**src/rtl/pixel_scanout.sv**
```systemverilog
`default_nettype none
// ============================================================================
// Module   : pixel_scanout
// Purpose  : Display-side consumer of the image source. Pulls 24-bit RGB
//            pixels through a one-bit fetch strobe into a small FIFO and
//            scans them out with raster timing for a fixed active window.
//            Absorbs the source's one-cycle read latency and stops the
//            source from running ahead of the raster.
// Ports    : clk         - system clock, rising edge
//            rst         - synchronous active-high reset
//            enable      - run request, sampled at frame boundaries only
//            pix_in      - source pixel, valid the cycle after fetch
//            fetch       - one-pixel request to the source
//            rgb         - registered pixel {R,G,B}
//            de          - active-video qualifier
//            hsync/vsync - active-low syncs
//            frame_start - one-cycle pulse on the first active pixel
//            underflow   - sticky, FIFO empty while a pixel was due
// Options  : SCANOUT_UNDERFLOW_HOLD_EN - when defined, a starved pixel
//            repeats the last popped pixel instead of black.
// Revision : 1.0 - initial release
// ============================================================================
module pixel_scanout #(
  parameter int H_ACTIVE   = 100,
  parameter int H_FP       = 4,
  parameter int H_SYNC     = 8,
  parameter int H_BP       = 4,
  parameter int V_ACTIVE   = 100,
  parameter int V_FP       = 2,
  parameter int V_SYNC     = 2,
  parameter int V_BP       = 2,
  parameter int FIFO_DEPTH = 16
) (
  input  logic        clk,
  input  logic        rst,
  input  logic        enable,
  input  logic [23:0] pix_in,
  output logic        fetch,
  output logic [23:0] rgb,
  output logic        de,
  output logic        hsync,
  output logic        vsync,
  output logic        frame_start,
  output logic        underflow
);

  localparam int H_TOTAL   = H_ACTIVE + H_FP + H_SYNC + H_BP;
  localparam int V_TOTAL   = V_ACTIVE + V_FP + V_SYNC + V_BP;
  // One spare value so every boundary constant (up to the total) fits.
  localparam int HW        = $clog2(H_TOTAL + 1);
  localparam int VW        = $clog2(V_TOTAL + 1);
  localparam int AW        = $clog2(FIFO_DEPTH);
  localparam int CW        = AW + 1;
  localparam int FRAME_PIX = H_ACTIVE * V_ACTIVE;
  localparam int FW        = $clog2(FRAME_PIX + 1);

  localparam logic [HW-1:0] H_LAST   = HW'(H_TOTAL - 1);
  localparam logic [HW-1:0] H_ACT    = HW'(H_ACTIVE);
  localparam logic [HW-1:0] HS_START = HW'(H_ACTIVE + H_FP);
  localparam logic [HW-1:0] HS_END   = HW'(H_ACTIVE + H_FP + H_SYNC);
  localparam logic [VW-1:0] V_LAST   = VW'(V_TOTAL - 1);
  localparam logic [VW-1:0] V_ACT    = VW'(V_ACTIVE);
  localparam logic [VW-1:0] VS_START = VW'(V_ACTIVE + V_FP);
  localparam logic [VW-1:0] VS_END   = VW'(V_ACTIVE + V_FP + V_SYNC);
  localparam logic [CW-1:0] DEPTH_C  = CW'(FIFO_DEPTH);
  localparam logic [FW-1:0] FPIX_C   = FW'(FRAME_PIX);

  typedef enum logic [1:0] {
    IDLE    = 2'd0,
    PREFILL = 2'd1,
    SCAN    = 2'd2
  } state_t;

  state_t        state_q, state_d;
  logic [HW-1:0] h_q, h_d;
  logic [VW-1:0] v_q, v_d;
  logic [AW-1:0] wr_ptr_q, wr_ptr_d;
  logic [AW-1:0] rd_ptr_q, rd_ptr_d;
  logic [CW-1:0] count_q, count_d;
  logic [FW-1:0] fetch_cnt_q, fetch_cnt_d;
  logic          fetch_dly_q, fetch_dly_d;
  logic [23:0]   mem_q [FIFO_DEPTH];

  logic [23:0]   rgb_q, rgb_d;
  logic          de_q, de_d;
  logic          hsync_q, hsync_d;
  logic          vsync_q, vsync_d;
  logic          fs_q, fs_d;
  logic          uflow_q, uflow_d;

`ifdef SCANOUT_UNDERFLOW_HOLD_EN
  logic [23:0]   last_q, last_d;
`endif

  logic          frame_end;
  logic          flush;
  logic          active;
  logic          room;
  logic          push;
  logic          pop;
  logic          starve;

  // --------------------------------------------------------------------------
  // Raster decode, FIFO control and next-state logic
  // --------------------------------------------------------------------------
  always_comb begin
    frame_end = (state_q == SCAN) && (h_q == H_LAST) && (v_q == V_LAST);
    // Leaving SCAN for IDLE discards anything buffered or in flight.
    flush     = frame_end && !enable;
    active    = (state_q == SCAN) && (h_q < H_ACT) && (v_q < V_ACT);
    // Pending pixels count against room so the FIFO can never be overrun.
    room      = (count_q + CW'(fetch_dly_q)) < DEPTH_C;
    // No fetch on the final cycle of a stopping frame: its pixel would be
    // flushed and lost from the source's sequence.
    fetch     = (state_q != IDLE) && room && (fetch_cnt_q < FPIX_C) && !flush;
    push      = fetch_dly_q;
    pop       = active && (count_q != '0);
    starve    = active && (count_q == '0);

    state_d     = state_q;
    h_d         = h_q;
    v_d         = v_q;
    wr_ptr_d    = wr_ptr_q;
    rd_ptr_d    = rd_ptr_q;
    count_d     = count_q;
    fetch_dly_d = fetch;
    fetch_cnt_d = fetch_cnt_q;

    if (push) wr_ptr_d = wr_ptr_q + 1'b1;
    if (pop)  rd_ptr_d = rd_ptr_q + 1'b1;
    if (push && !pop)      count_d = count_q + 1'b1;
    else if (pop && !push) count_d = count_q - 1'b1;

    // A fetch on the wrap cycle already belongs to the next frame's budget.
    if (frame_end)  fetch_cnt_d = fetch ? FW'(1) : '0;
    else if (fetch) fetch_cnt_d = fetch_cnt_q + 1'b1;

    case (state_q)
      IDLE: begin
        if (enable) state_d = PREFILL;
      end
      PREFILL: begin
        // Switch on the edge that makes the FIFO full, so SCAN starts with
        // FIFO_DEPTH entries ready.
        if (count_d == DEPTH_C) state_d = SCAN;
      end
      SCAN: begin
        if (h_q == H_LAST) begin
          h_d = '0;
          v_d = (v_q == V_LAST) ? '0 : v_q + 1'b1;
        end else begin
          h_d = h_q + 1'b1;
        end
        if (flush) state_d = IDLE;
      end
      default: state_d = IDLE;
    endcase

    if (flush) begin
      wr_ptr_d    = '0;
      rd_ptr_d    = '0;
      count_d     = '0;
      fetch_dly_d = 1'b0;
      fetch_cnt_d = '0;
    end
  end

  // --------------------------------------------------------------------------
  // Registered display outputs, all decoded from the same counter state
  // --------------------------------------------------------------------------
  always_comb begin
    rgb_d   = '0;
    de_d    = active;
    hsync_d = !((state_q == SCAN) && (h_q >= HS_START) && (h_q < HS_END));
    vsync_d = !((state_q == SCAN) && (v_q >= VS_START) && (v_q < VS_END));
    fs_d    = active && (h_q == '0) && (v_q == '0);
    uflow_d = uflow_q || starve;

`ifdef SCANOUT_UNDERFLOW_HOLD_EN
    last_d = last_q;
    if (pop) begin
      rgb_d  = mem_q[rd_ptr_q];
      last_d = mem_q[rd_ptr_q];
    end else if (starve) begin
      rgb_d  = last_q;
    end
`else
    if (pop) rgb_d = mem_q[rd_ptr_q];
`endif
  end

  always_ff @(posedge clk) begin
    if (rst) begin
      state_q     <= IDLE;
      h_q         <= '0;
      v_q         <= '0;
      wr_ptr_q    <= '0;
      rd_ptr_q    <= '0;
      count_q     <= '0;
      fetch_cnt_q <= '0;
      fetch_dly_q <= 1'b0;
      rgb_q       <= '0;
      de_q        <= 1'b0;
      hsync_q     <= 1'b1;
      vsync_q     <= 1'b1;
      fs_q        <= 1'b0;
      uflow_q     <= 1'b0;
`ifdef SCANOUT_UNDERFLOW_HOLD_EN
      last_q      <= '0;
`endif
    end else begin
      state_q     <= state_d;
      h_q         <= h_d;
      v_q         <= v_d;
      wr_ptr_q    <= wr_ptr_d;
      rd_ptr_q    <= rd_ptr_d;
      count_q     <= count_d;
      fetch_cnt_q <= fetch_cnt_d;
      fetch_dly_q <= fetch_dly_d;
      rgb_q       <= rgb_d;
      de_q        <= de_d;
      hsync_q     <= hsync_d;
      vsync_q     <= vsync_d;
      fs_q        <= fs_d;
      uflow_q     <= uflow_d;
`ifdef SCANOUT_UNDERFLOW_HOLD_EN
      last_q      <= last_d;
`endif
    end
  end

  // Storage needs no reset: occupancy gates every read.
  always_ff @(posedge clk) begin
    if (push) mem_q[wr_ptr_q] <= pix_in;
  end

  assign rgb         = rgb_q;
  assign de          = de_q;
  assign hsync       = hsync_q;
  assign vsync       = vsync_q;
  assign frame_start = fs_q;
  assign underflow   = uflow_q;

endmodule
`default_nettype wire
```
**config.mk**
```make
export PLATFORM = sky130hd
export DESIGN_NAME = pixel_scanout
export DESIGN_NICKNAME = d
export VERILOG_FILES = /design/src/rtl/pixel_scanout.sv
export SDC_FILE = /design/constraint.sdc
export NUM_CORES = 1
export LEC_CHECK = 0
export ABC_AREA = 1
export ABC_CLOCK_PERIOD_IN_PS = 5110
export BUFFER_PORTS_ARGS = -buffer_cell sky130_fd_sc_hd__buf_2
export CAP_MARGIN = 25
export CORE_ASPECT_RATIO = 1.75
export CORE_MARGIN = 2
export CORE_UTILIZATION = 55
export DETAILED_ROUTE_END_ITERATION = 8
export PLACE_DENSITY = 0.72
export SLEW_MARGIN = 20
export SYNTH_ARGS = -nofsm -noshare
export SYNTH_HDL_FRONTEND = slang
export SYNTH_SLANG_ARGS = --single-unit
```
**constraint.sdc**
```tcl
create_clock -name clk -period 5.11 [get_ports clk]
set_clock_uncertainty 0.05 [all_clocks]
set_input_delay 0.2555 -clock clk [delete_from_list [all_inputs] [get_ports clk]]
set_output_delay 0.2555 -clock clk [all_outputs]
set_load 0.01 [all_outputs]
```
=== Yosys cells after proc, flatten, opt, wreduce, memory -nomap -nowiden ===
Memory sizes are Yosys's and may differ from the RTL's. A register that Yosys moved wholly into a read port is not among the register bits.
Cells that the tools add are included.

* Register bits after elaboration: 49
* Bits in writable memories: 384
* Output and inout port bits: 30
* Logic and storage cells: 88
* Memories kept: 1

* $add $sub $neg: 8
* Magnitude comparators: 8
* Equal/unequal tests: 8
* Multiplexer cells: 13
* Bitwise logic cells: 1
* Reductions and logical operators: 36

{| class="wikitable"
|+ Memories
! name !! words !! bits a word !! read ports !! clocked after Yosys merged registers in !! wr ports !! line !! RTL
|-
| mem_q || 16 || 24 || 1 || 1 || 1 || 82 || <nowiki>logic [23:0] mem_q [FIFO_DEPTH];</nowiki>
|}

{| class="wikitable"
|+ Operator list
! kind !! count
|-
| 7-bit < comparator (second input constant) || 4
|-
| 14-bit two-way mux || 2
|-
| 1-bit logical AND || 18
|-
| 14-bit by 1-bit adder with 14-bit output (second input constant) || 1
|-
| 7-bit by 1-bit adder with 7-bit output (second input constant) || 2
|-
| 7-bit equality test (second input constant) || 2
|-
| 7-bit >= comparator (second input constant) || 2
|-
| 7-bit zero test || 2
|-
| 14-bit < comparator (second input constant) || 1
|-
| 7-bit two-way mux || 2
|-
| 5-bit two-way mux || 2
|-
| 4-bit by 1-bit adder with 4-bit output (second input constant) || 2
|-
| 1-bit zero test || 6
|-
| 2-bit two-way mux || 3
|-
| 2-bit != test (second input constant) || 3
|-
| 2-bit case mux with 3 select lines || 1
|-
| 5-bit by 1-bit adder with 5-bit output || 1
|-
| 5-bit by 1-bit adder with 5-bit output (second input constant) || 1
|-
| 5-bit equality test (second input constant) || 1
|-
| 5-bit zero test || 1
|-
| 5-bit < comparator (second input constant) || 1
|-
| 5-bit nonzero test || 1
|-
| 5-bit by 1-bit subtractor with 5-bit output (second input constant) || 1
|-
| 2-bit nonzero test || 2
|-
| 9 further kinds || 12
|}

=== Longest topological paths before layout ===
* Depth after elaboration: 10
* Gate-level depth with buffers: 15
* Gate-level depth less buffers: 14

=== Worst setup path before layout ===
OpenSTA, ideal clock, no wires.

* Path type: register to register
* Start point: register fetch_dly_q
* End point: memory mem_q[11][0], enable pin
* Setup time: 0.405 ns
* Data arrival time: 1.837 ns
* Data required time: 4.655 ns
* Slack: 2.818 ns
* Stages on the path, launching flop included: 4
* Path buffers: 1
* Clock period less this slack: 2.292 ns
* Cell sequence: dfxtp_1 clkbuf_1 nand2_1 nor2_1

* Longest elaborated chain between the ends: 2

{| class="wikitable"
|+ Ends and longest elaborated chain
! element !! line !! RTL
|-
| start: declaration || 81 || <nowiki>logic fetch_dly_q, fetch_dly_d;</nowiki>
|-
| start signal: assignment || 219 || <nowiki>fetch_dly_q <= fetch_dly_d;</nowiki>
|-
| 1-bit two-way mux || 234 || <nowiki>if (push) mem_q[wr_ptr_q] <= pix_in;</nowiki>
|-
| 1-bit two-way mux (implied by the code) || 234 ||
|-
| end: declaration || 82 ||
|}

No other way between the ends.

==> metrics.csv <==
stage;metric;value;unit
placement;dp.cells;1882;
min_path;hold_class;input pin to flop;
timing;slew_headroom;0.2982;
clock_tree;cts_buffers;40;
clock_tree;clkSinkCount;457;
clock_tree;postCtsSetupRepairBufs;0;
final_layout;finalNonFillerCells;1959;
final_layout;fill_cells;2398;
timing;fin_ws;2298;ps
floorplanning;fp.dieH;243.5;microns
flow_run;cap_violations;0;
timing;finalSetupTns;0;ps
timing;finalCritPeriodShare;0.5503;
logic_synthesis;seq_area_frac_synth;0.7206;
placement;pre_cts_slack;2344;ps
drt;drt.antenna.violating_nets;0;
placement;dp_hpwl;22.36;mm
final_layout;drive_gt1_frac;0.1135;
critical_path;start_kind;flop;
logic_synthesis;yosys.area.top_type_share;0.6395;
floorplanning;die_area;34310;sq um
critical_path;reg2reg_depth;8;
floorplanning;die_w;140.9;microns
critical_path;crit_top_cell;nand2_1;
drt;vias_per_cell;6.065;
logic_synthesis;synth_seq_cells;457;
logic_synthesis;synth_warnings;0;
pwr;p_per_area;352.5;nW/um^2
critical_path;slowest_delay;780;ps
logic_synthesis;synth.distinct_cells;45;
floorplanning;num_io_pins;57;
critical_path;rrSetupSlack;2300;ps
drt;vias;11881;
critical_path;path_cells;inv_4 > buf_4 > o21ai_0 > o22ai_1 > nand2_1 > nand2_1 > nor2_1 > a211oi_1;
floorplanning;fp-row-count;87;
grt;antenna_found_initial;0;
grt;first_global_vias;12147;
outcome;status;finished, final reports clean;
final_layout;final_common_cell;edfxtp_1;
drt;drtIter0Drc;1118;
logic_synthesis;ys.flop_type;edfxtp_1;
final_layout;syn_to_final_growth;11.97;%
logic_synthesis;synth_edf_count;384;
pwr;p_leak;6.821;nW
logic_synthesis;syn_area;18030;sq um
logic_synthesis;synth_area_leaders;edfxtp_1, dfxtp_1, o21ai_0;
clock_tree;cts_tree;built;
timing;setup_violations;0;
clock_tree;htreeDepth;2;
critical_path;cp.required;5510;ps
critical_path;critPathMaxFanout;104;
grt;grt_max_degree;105;
clock_tree;cts_resized;0;
clock_tree;postCtsHoldBufs;2;
timing;max_freq;355.6;MHz
floorplanning;core_area;32220;sq um
timing;slew_violations;0;
clock_tree;clk_pin_slew;70;ps
final_layout;antennaDiodeCount;0;
floorplanning;initial_core_util;0.5596;
drt;drt_pass1_iterations;5;
drt;wire_per_inst;20.96;microns
critical_path;r2r-start;rd_ptr_q[0]$_SDFFE_PP0P_;
logic_synthesis;synth_top_area_cell;edfxtp_1;
grt;track_usage;0.2411;
clock_tree;clk_latency;540;ps
drt;routed_wl;41.07;mm
logic_synthesis;synth_nets;1536;
critical_path;worstSetupPathType;flop to flop;
placement;gp_congestion;0.8557;
critical_path;critPathCapture;rgb[16]$_SDFF_PP0_;
final_layout;most-common-layout-cells;edfxtp_1, nor2_1, o21ai_0, nand2_1;
drt;drc;0;
logic_synthesis;ys_async_sr_fraction;0;
pwr;peakVddDrop;253.7;uV
timing;worstMarginPinSlew;1050;ps
timing;grt_setup_unrepaired;no;
final_layout;nets;1571;
clock_tree;root_buffer;clkbuf_16;
critical_path;end_kind;flop;
placement;io_buffers;56;
logic_synthesis;synthCells;1495;
clock_tree;clock_path_buffers;3;
critical_path;worstSetupStartpoint;rd_ptr_q[0]$_SDFFE_PP0P_;
logic_synthesis;synth_area_per_cell;12.06;sq um
grt;grt_pass1_wl;63.65;mm
timing;hold_viol;0;
timing;finalWorstPathRequiredPeriod;2812;ps
critical_path;reg2reg_to;rgb[16]$_SDFF_PP0_;
grt;grt-ovfl-total;0;
pwr;total_power;7.117;mW
critical_path;cp.arrival;3220;ps
critical_path;crit_path_top_delay_cell;inv_4;
cell usage after synthesis (5+ instances only):
| master | n |
|---|---|
| nor3b_1 | 5 |
| ha_1 | 14 |
| a211oi_1 | 31 |
| buf_2 | 9 |
| a21oi_1 | 33 |
| nand2_1 | 132 |
| nand4_1 | 9 |
| nor2_1 | 271 |
| clkbuf_1 | 70 |
| dfxtp_1 | 73 |
| o221ai_1 | 24 |
| nor3_1 | 18 |
| inv_2 | 5 |
| inv_1 | 53 |
| nand3_1 | 15 |
| o21ai_0 | 220 |
| xor2_1 | 5 |
| o22ai_1 | 69 |
| o21ai_1 | 11 |
| edfxtp_1 | 384 |
| nor4_1 | 6 |
logic make-up (layout without fill, tap and decap cells):
kind of cell | after synthesis | in the layout | synth area share
adders and majority gates | 14 | 14 | 0.009715
AOI/OAI and AO/OA | 398 | 398 | 0.1262
and+or+nand+nor | 476 | 476 | 0.1092
xor gates and xnor gates | 6 | 6 | 0.002914
buffers and inverters | 144 | 208 | 0.03143
DFF | 457 | 457 | 0.7206
sequential cells by signal, summed over array words and instances, names as in the netlist, 2 cells and up:
signal and cells:
v_q 7, state_q 2, mem_q 384, wr_ptr_q 4, h_q 7, rd_ptr_q 4
count_q 5, fetch_cnt_q 14, rgb 24
stage by stage:
step	cell area (sq um)	util	hold slack, ps
global route	20190	0.6266	30.56
finish	20190	0.6266	26.13
floorplan	18030	-	304.4
global placement	18680	0.5797	390.1
CTS	20090	0.6234	5.303
detailed placement	18800	0.5835	393.4
power by group:
group	switching, mW	total [mW]	internal [mW]
registers	0.00980	4.06	4.05
clock network	1.29	2.91	1.62
logic	0.106	0.146	0.0395
total	1.41	7.12	5.71
metal layers:
layer	vias to the layer above	share of wire	global-route usage
met4	0	0.037	0.1232
met2	437	0.53	0.4235
met1	5855	0.37	0.2897
li1	5489	-	-
met3	100	0.067	0.03263
met5	-	0	0
worst max-delay path, delay by kind of cell, from the launching register on:
family	cells	cell delay [ps]
AND/OR/NAND/NOR	3	270
buffers and inverters	2	1310
flip-flops	1	510
AO/OA/AOI/OAI	3	530
cell type report:
class	count	area (sq um)	area share
flip-flops and latches	457	13000	0.6439
multi-input cells	894	4592	0.2274
repair buffers	78	608.1	0.03012
inverters	59	224.0	0.01109
clock buffers	57	1147	0.05683
well taps	400	500.5	0.02479
clock inverters	14	117.6	0.005825
worst min-delay path by stage:
stage	startpoint	end	slack, ps	cells past startpoint
6_report	pix_in[1]	mem_q[6][1]$_DFFE_PP_	30	1
4_1_cts	pix_in[0]	mem_q[12][0]$_DFFE_PP_	5	1
2_1_floorplan	pix_in[0]	mem_q[0][0]$_DFFE_PP_	300	0
5_1_grt	pix_in[14]	mem_q[0][14]$_DFFE_PP_	30	1
3_5_place_dp	fetch_cnt_q[13]$_SDFFE_PP0P_	fetch_cnt_q[13]$_SDFFE_PP0P_	390	2
3_3_place_gp	fetch_cnt_q[13]$_SDFFE_PP0P_	fetch_cnt_q[13]$_SDFFE_PP0P_	390	2
Power figures use the tool's default switching activity.
